## config.mk

```make
export PLATFORM = sky130hd
export DESIGN_NAME = burst_fifo_probe
export DESIGN_NICKNAME = d
export VERILOG_FILES = /design/src/rtl/burst_fifo_probe.sv
export SDC_FILE = /design/constraint.sdc
export NUM_CORES = 1
export LEC_CHECK = 0
export BUFFER_PORTS_ARGS = -buffer_cell sky130_fd_sc_hd__buf_2
export CAP_MARGIN = 20
export CORE_UTILIZATION = 29
export DETAILED_ROUTE_END_ITERATION = 7
export RECOVER_POWER = 25
export REMOVE_ABC_BUFFERS = 1
export SYNTH_ARGS = -nofsm -noshare
export SYNTH_HDL_FRONTEND = slang
export SYNTH_SLANG_ARGS = --single-unit
```

## constraint.sdc

```tcl
create_clock -name clk_i -period 8.5 [get_ports clk_i]
set_clock_uncertainty 0.1 [all_clocks]
set_input_delay 0.85 -clock clk_i [delete_from_list [all_inputs] [get_ports clk_i]]
set_output_delay 0.85 -clock clk_i [all_outputs]
set_load 0.05 [all_outputs]
```

## src/rtl/burst_fifo_probe.sv

```systemverilog
// burst_fifo_probe: bursty writer and bursty reader around a small circular FIFO,
// reporting traffic counts, peak occupancy and read-order errors.
// Optional stall counters are built only when BURST_FIFO_PROBE_STALL_COUNT_EN is defined.
module burst_fifo_probe #(
  parameter int DATA_W       = 8,
  parameter int FIFO_DEPTH_W = 2,
  parameter int CNT_W        = 16
) (
  input  logic                  clk_i,
  input  logic                  rst_i,
  input  logic                  start_i,
  input  logic [CNT_W-1:0]      wr_burst_size_i,
  input  logic [CNT_W-1:0]      wr_idle_i,
  input  logic [CNT_W-1:0]      wr_num_bursts_i,
  input  logic [CNT_W-1:0]      rd_burst_size_i,
  input  logic [CNT_W-1:0]      rd_idle_i,
  output logic                  busy_o,
  output logic                  done_o,
  output logic [CNT_W-1:0]      wr_count_o,
  output logic [CNT_W-1:0]      rd_count_o,
  output logic [FIFO_DEPTH_W:0] max_level_o,
  output logic                  error_o,
  output logic [CNT_W-1:0]      wr_stall_o,
  output logic [CNT_W-1:0]      rd_stall_o
);
  localparam int                      DEPTH    = 2 ** FIFO_DEPTH_W;
  localparam logic [FIFO_DEPTH_W:0]   LVL_FULL = (FIFO_DEPTH_W + 1)'(DEPTH);
  localparam logic [FIFO_DEPTH_W:0]   LVL_ONE  = (FIFO_DEPTH_W + 1)'(1);
  localparam logic [FIFO_DEPTH_W-1:0] PTR_ONE  = FIFO_DEPTH_W'(1);
  localparam logic [DATA_W-1:0]       DAT_ONE  = DATA_W'(1);
  localparam logic [CNT_W-1:0]        CNT_ONE  = CNT_W'(1);
  localparam logic [CNT_W-1:0]        CNT_MAX  = '1;

  typedef enum logic [1:0] {W_IDLE, W_BURST, W_GAP, W_FIN} wr_state_t;
  typedef enum logic [1:0] {R_IDLE, R_BURST, R_GAP} rd_state_t;

  wr_state_t wr_state, wr_state_nxt;
  rd_state_t rd_state, rd_state_nxt;

  // latched run configuration (burst sizes already promoted from 0 to 1)
  logic [CNT_W-1:0] cfg_wr_size, cfg_wr_idle, cfg_wr_num, cfg_rd_size, cfg_rd_idle;

  logic [CNT_W-1:0] wr_beat, wr_bursts, wr_gap;
  logic [CNT_W-1:0] rd_beat, rd_gap;

  logic [DATA_W-1:0]       mem [DEPTH];
  logic [FIFO_DEPTH_W-1:0] wptr, rptr;
  logic [FIFO_DEPTH_W:0]   level, level_nxt;
  logic [DATA_W-1:0]       wr_data, rd_expect, rd_data;

  logic start_ok, finish, full, empty;
  logic wr_req, rd_req, wr_en, rd_en;
  logic wr_last_beat, wr_last_burst, wr_gap_end;
  logic rd_last_beat, rd_gap_end;

  assign start_ok = start_i && !busy_o;
  assign full     = (level == LVL_FULL);
  assign empty    = (level == '0);
  // the run ends only once the writer has finished and everything written was drained
  assign finish   = (wr_state == W_FIN) && empty;

  assign wr_en         = wr_req && !full;
  assign rd_en         = rd_req && !empty;
  assign wr_last_beat  = wr_en && (wr_beat == cfg_wr_size - CNT_ONE);
  assign wr_last_burst = (wr_bursts == cfg_wr_num - CNT_ONE);
  assign wr_gap_end    = (wr_gap == cfg_wr_idle - CNT_ONE);
  assign rd_last_beat  = rd_en && (rd_beat == cfg_rd_size - CNT_ONE);
  assign rd_gap_end    = (rd_gap == cfg_rd_idle - CNT_ONE);
  assign rd_data       = mem[rptr];

  // run control: accept a start only when idle, latch configuration, end when drained
  always_ff @(posedge clk_i or posedge rst_i) begin
    if (rst_i) begin
      busy_o      <= 1'b0;
      done_o      <= 1'b0;
      cfg_wr_size <= '0;
      cfg_wr_idle <= '0;
      cfg_wr_num  <= '0;
      cfg_rd_size <= '0;
      cfg_rd_idle <= '0;
    end else if (start_ok) begin
      busy_o      <= 1'b1;
      done_o      <= 1'b0;
      cfg_wr_size <= (wr_burst_size_i == '0) ? CNT_ONE : wr_burst_size_i;
      cfg_wr_idle <= wr_idle_i;
      cfg_wr_num  <= wr_num_bursts_i;
      cfg_rd_size <= (rd_burst_size_i == '0) ? CNT_ONE : rd_burst_size_i;
      cfg_rd_idle <= rd_idle_i;
    end else if (finish) begin
      busy_o <= 1'b0;
      done_o <= 1'b1;
    end
  end

  // writer state register
  always_ff @(posedge clk_i or posedge rst_i) begin
    if (rst_i) wr_state <= W_IDLE;
    else       wr_state <= wr_state_nxt;
  end

  // writer next state: bursts separated by optional gaps, then wait in FIN for the drain
  always_comb begin
    wr_state_nxt = wr_state;
    case (wr_state)
      W_IDLE:  if (start_ok) wr_state_nxt = (wr_num_bursts_i == '0) ? W_FIN : W_BURST;
      W_BURST: if (wr_last_beat) begin
                 if (wr_last_burst)           wr_state_nxt = W_FIN;
                 else if (cfg_wr_idle != '0)  wr_state_nxt = W_GAP;
               end
      W_GAP:   if (wr_gap_end) wr_state_nxt = W_BURST;
      W_FIN:   if (finish) wr_state_nxt = W_IDLE;
      default: wr_state_nxt = W_IDLE;
    endcase
  end

  // writer output: request a write on every BURST cycle
  always_comb begin
    wr_req = (wr_state == W_BURST);
  end

  // writer progress: beats within the burst, completed bursts, gap cycles
  always_ff @(posedge clk_i or posedge rst_i) begin
    if (rst_i) begin
      wr_beat   <= '0;
      wr_bursts <= '0;
      wr_gap    <= '0;
    end else if (start_ok) begin
      wr_beat   <= '0;
      wr_bursts <= '0;
      wr_gap    <= '0;
    end else begin
      if (wr_last_beat) begin
        wr_beat   <= '0;
        wr_bursts <= wr_bursts + CNT_ONE;
      end else if (wr_en) begin
        wr_beat <= wr_beat + CNT_ONE;
      end
      wr_gap <= (wr_state == W_GAP) ? wr_gap + CNT_ONE : '0;
    end
  end

  // reader state register
  always_ff @(posedge clk_i or posedge rst_i) begin
    if (rst_i) rd_state <= R_IDLE;
    else       rd_state <= rd_state_nxt;
  end

  // reader next state: alternate bursts and gaps until the run finishes
  always_comb begin
    rd_state_nxt = rd_state;
    case (rd_state)
      R_IDLE:  if (start_ok) rd_state_nxt = R_BURST;
      R_BURST: if (finish) rd_state_nxt = R_IDLE;
               else if (rd_last_beat && cfg_rd_idle != '0) rd_state_nxt = R_GAP;
      R_GAP:   if (finish) rd_state_nxt = R_IDLE;
               else if (rd_gap_end) rd_state_nxt = R_BURST;
      default: rd_state_nxt = R_IDLE;
    endcase
  end

  // reader output: request a read on every BURST cycle
  always_comb begin
    rd_req = (rd_state == R_BURST);
  end

  // reader progress: beats within the burst and gap cycles
  always_ff @(posedge clk_i or posedge rst_i) begin
    if (rst_i) begin
      rd_beat <= '0;
      rd_gap  <= '0;
    end else if (start_ok) begin
      rd_beat <= '0;
      rd_gap  <= '0;
    end else begin
      if (rd_last_beat)  rd_beat <= '0;
      else if (rd_en)    rd_beat <= rd_beat + CNT_ONE;
      rd_gap <= (rd_state == R_GAP) ? rd_gap + CNT_ONE : '0;
    end
  end

  // next occupancy: a simultaneous read and write cancel out
  always_comb begin
    level_nxt = level;
    if (wr_en && !rd_en)      level_nxt = level + LVL_ONE;
    else if (!wr_en && rd_en) level_nxt = level - LVL_ONE;
  end

  // FIFO pointers, occupancy, peak tracking and the write/expected-read sequences
  always_ff @(posedge clk_i or posedge rst_i) begin
    if (rst_i) begin
      wptr        <= '0;
      rptr        <= '0;
      level       <= '0;
      max_level_o <= '0;
      wr_data     <= '0;
      rd_expect   <= '0;
    end else if (start_ok) begin
      wptr        <= '0;
      rptr        <= '0;
      level       <= '0;
      max_level_o <= '0;
      wr_data     <= '0;
      rd_expect   <= '0;
    end else begin
      if (wr_en) begin
        wptr    <= wptr + PTR_ONE;
        wr_data <= wr_data + DAT_ONE;
      end
      if (rd_en) begin
        rptr      <= rptr + PTR_ONE;
        rd_expect <= rd_expect + DAT_ONE;
      end
      level <= level_nxt;
      if (level_nxt > max_level_o) max_level_o <= level_nxt;
    end
  end

  // storage array; contents are meaningless while the level says empty
  always_ff @(posedge clk_i) begin
    if (wr_en) mem[wptr] <= wr_data;
  end

  // saturating traffic counters and sticky order-error flag
  always_ff @(posedge clk_i or posedge rst_i) begin
    if (rst_i) begin
      wr_count_o <= '0;
      rd_count_o <= '0;
      error_o    <= 1'b0;
    end else if (start_ok) begin
      wr_count_o <= '0;
      rd_count_o <= '0;
      error_o    <= 1'b0;
    end else begin
      if (wr_en && wr_count_o != CNT_MAX) wr_count_o <= wr_count_o + CNT_ONE;
      if (rd_en && rd_count_o != CNT_MAX) rd_count_o <= rd_count_o + CNT_ONE;
      if (rd_en && rd_data != rd_expect)  error_o <= 1'b1;
    end
  end

`ifdef BURST_FIFO_PROBE_STALL_COUNT_EN
  logic [CNT_W-1:0] wr_stall, rd_stall;

  // stall counters: writer blocked by full, reader starved by empty
  always_ff @(posedge clk_i or posedge rst_i) begin
    if (rst_i) begin
      wr_stall <= '0;
      rd_stall <= '0;
    end else if (start_ok) begin
      wr_stall <= '0;
      rd_stall <= '0;
    end else begin
      if (wr_req && full && wr_stall != CNT_MAX)  wr_stall <= wr_stall + CNT_ONE;
      if (rd_req && empty && rd_stall != CNT_MAX) rd_stall <= rd_stall + CNT_ONE;
    end
  end

  assign wr_stall_o = wr_stall;
  assign rd_stall_o = rd_stall;
`else
  assign wr_stall_o = '0;
  assign rd_stall_o = '0;
`endif

endmodule

```

==> results.cfg <==
[status]
status = finished with violations
violations = max-capacitance violations, max-slew violations

[layout]
nFillCells = 5082
nets = 1803
diodes = 0
register_area_um2 = 6590
area_growth_pct = 15.0
multi_input_area_um2 = 7510
layout-drive-gt1-share_pct = 12.6
final_util_pct = 34.1

[timing]
relSlewSlack_pct = -147
tightest_slew_ns = 3.69
setup_viol = 0
min_period_ns = 4.17
finalCritPeriodShare_pct = 49.1
slew_viol_final = 142
fin_tns_setup_ns = 0
hold_violations = 0
max_freq_mhz = 240
rsz0062_at_grt = no

[critical_path]
r2r-end = wr_gap[7]
worstSetupEndpointType = flop
critical_path.max_stage_delay_ns = 2.04
r2r_slack_ns = 4.33
cp-start-kind = flop
reg2reg_from = busy_o
slowest_stage = nand2b_1
arrival_ns = 4.55
crit_type = reg -> reg
crit_family = simple AND/OR/NAND/NOR gates
crit_start = busy_o
crit_required_ns = 8.87
cp_num_buf_inv = 0
r2r_cells = 3
crit_fanout = 58
cp_cell_sequence = nand2b_1 > nand3_1 > a21oi_1

[floorplan]
die_w_um = 227
dieArea_um2 = 51400
die_y_um = 227
core_um2 = 49400
rows = 81
start_util_pct = 29.6
io_pins = 153

[global_routing]
grt_pass1_wl_um = 59200
grt_pass1_vias = 11732
antenna_found_initial = 0
grt_max_degree = 84
grtUsageTotal_pct = 14.1
overflow = 0

[clocking]
ctsResizeCount = 0
cts_root_buf = clkbuf_16
cts_max_path_buffers = 3
cts_tree = built
htreeDepth = 1
clk_latency_ns = 0.58
post_cts_buffers = 0
clk_pin_slew_ns = 0.06
postCtsHoldBufs = 0
cts_sinks = 257
numCtsBuffers = 31

[synth]
netlist_instances = 1607
synth_commonest_cells = nand2_1 (318), dfrtp_1 (225), nor2_1 (152)
netlist_area_um2 = 14600
synth_flop_cell = dfrtp_1
yosysWarnings = 0
synth.avg_cell_area_um2 = 9.11
synth.distinct_cells = 82
synth-seq-area-share_pct = 45.0
yosysMostFrequentCell = nand2_1
synth_top_cell_area_share_pct = 38.5
ys_top_cells_by_area = dfrtp_1 (38%), nand2_1 (8.2%), edfxtp_1 (6.6%)
yosysTopAreaCell = dfrtp_1
synth_edf_count = 32
synth-seq-cells = 257
synthArstFlopShare_pct = 87.5

[worst_hold_path]
holdPathStages = 3
whs_endpoint = cfg_rd_idle[7]
hp-start = rd_idle_i[7]
hp-class = in -> reg

[place]
io_buffers = 120
dpl.hpwl_um = 25400
gp_congestion = 0.839

[run]
maxCapViolations = 2

[power_and_ir_drop]
total_power_mw = 5.79
leakage_nw = 7.37
max-vdd-ir-drop_uv = 248
power_density_nw_per_um2 = 344

[route]
vias = 11719
drc = 0
antenna_left = 0
post_drt_wl_per_cell_um = 15.1
wl_um = 36100
drt-initial-drc-count = 612
dr.pass1.iters = 5
routed_via_density = 4.92
## logic make-up (layout without fill, tap and decap cells)
kind of cell | Yosys count | in the layout | share of synthesized area [%]
buffers and inverters | 139 | 221 | 4.51
adders and majority gates | 24 | 24 | 2.05
and+or+nand+nor | 779 | 779 | 25.5
DFF | 257 | 257 | 45.0
xor gates and xnor gates | 187 | 187 | 11.2
other | 1 | 32 | 0.0256
muxes | 33 | 33 | 2.97
AOI/OAI and AO/OA | 187 | 187 | 8.66
## sequential cells by signal, summed over array words and instances (netlist names), 2 cells and up
name / cells
level: 3
rd_expect: 8
wr_gap: 16
wr_data: 8
rd_beat: 16
rd_state: 2
mem: 32
wr_count_o: 16
rd_gap: 16
max_level_o: 3
wr_bursts: 16
cfg_wr_idle: 16
cfg_wr_size: 16
cfg_wr_num: 16
cfg_rd_size: 16
wr_beat: 16
wptr: 2
rd_count_o: 16
rptr: 2
cfg_rd_idle: 16
wr_state: 2
## cell usage in the layout (no fill, tap or decap), drive strengths merged, types with 11 or more instances in the layout
cell type,instances
nand2,318
dfrtp,225
nor2,152
buf,128
xor2,98
xnor2,89
nand3,64
a21oi,42
o21ai,42
clkbuf,41
nand4,35
nor4,35
inv,33
conb,32
edfxtp,32
nor3,29
and3,27
ha,24
or3,22
mux2i,22
a31oi,15
or4,14
nand2b,13
and2,13
o31ai,11
nor2b,11
## report_power, final
group / internal (mW) / total, mW / switching (mW)
Clock: 0.859 / 1.41 / 0.548
Combinational: 0.861 / 2.22 / 1.36
Sequential: 1.63 / 2.16 / 0.533
Total: 3.35 / 5.79 / 2.44
## area by class of cell
cell class	instances	area share (%)
sequential	257	39.2
multi-input combinational	1242	44.6
clock buffer	39	5.09
inverter	34	0.766
timing repair buffer	130	4.10
clock inverter	18	1.33
tap	664	4.94
## through the flow
step	setup slack (ns)	hold slack, ns	area [µm²]	std cells
floorplan	-0.0607	0.349	14200	1533
global placement	4.96	0.363	15700	2324
detailed placement	4.79	0.375	15700	2324
CTS	4.78	0.263	16800	2381
global route	3.95	0.334	16800	2384
finish	4.33	0.361	16800	2384
## routing by layer
| metal | part of all wire [%] | track usage, % | routed length (µm) | up-vias |
|---|---|---|---|---|
| li1 | - | - | - | 5692 |
| met2 | 47 | 23.6 | 17000 | 218 |
| met3 | 4.1 | 2.29 | 1480 | 78 |
| met1 | 45 | 18.1 | 16300 | 5731 |
| met4 | 3.6 | 5.91 | 1290 | 0 |
| met5 | 0 | 0 | 0 | - |
## worst max-delay path by stage
stage	slack, ns	depth (start not counted)	endpoint
2_1_floorplan	-0.06	4	rd_beat[15]
3_3_place_gp	4.96	10	wr_bursts[12]
3_5_place_dp	4.79	10	wr_bursts[4]
4_1_cts	4.78	10	wr_bursts[4]
5_1_grt	3.95	3	wr_gap[7]
6_report	4.33	3	wr_gap[7]
## worst register-to-register path, cell delays in order (launching register included)
cell	delay (ns)
dfrtp_1	0.46
nand2b_1	2.04
nand3_1	1.13
a21oi_1	0.35
Power figures use the tool's default switching activity.
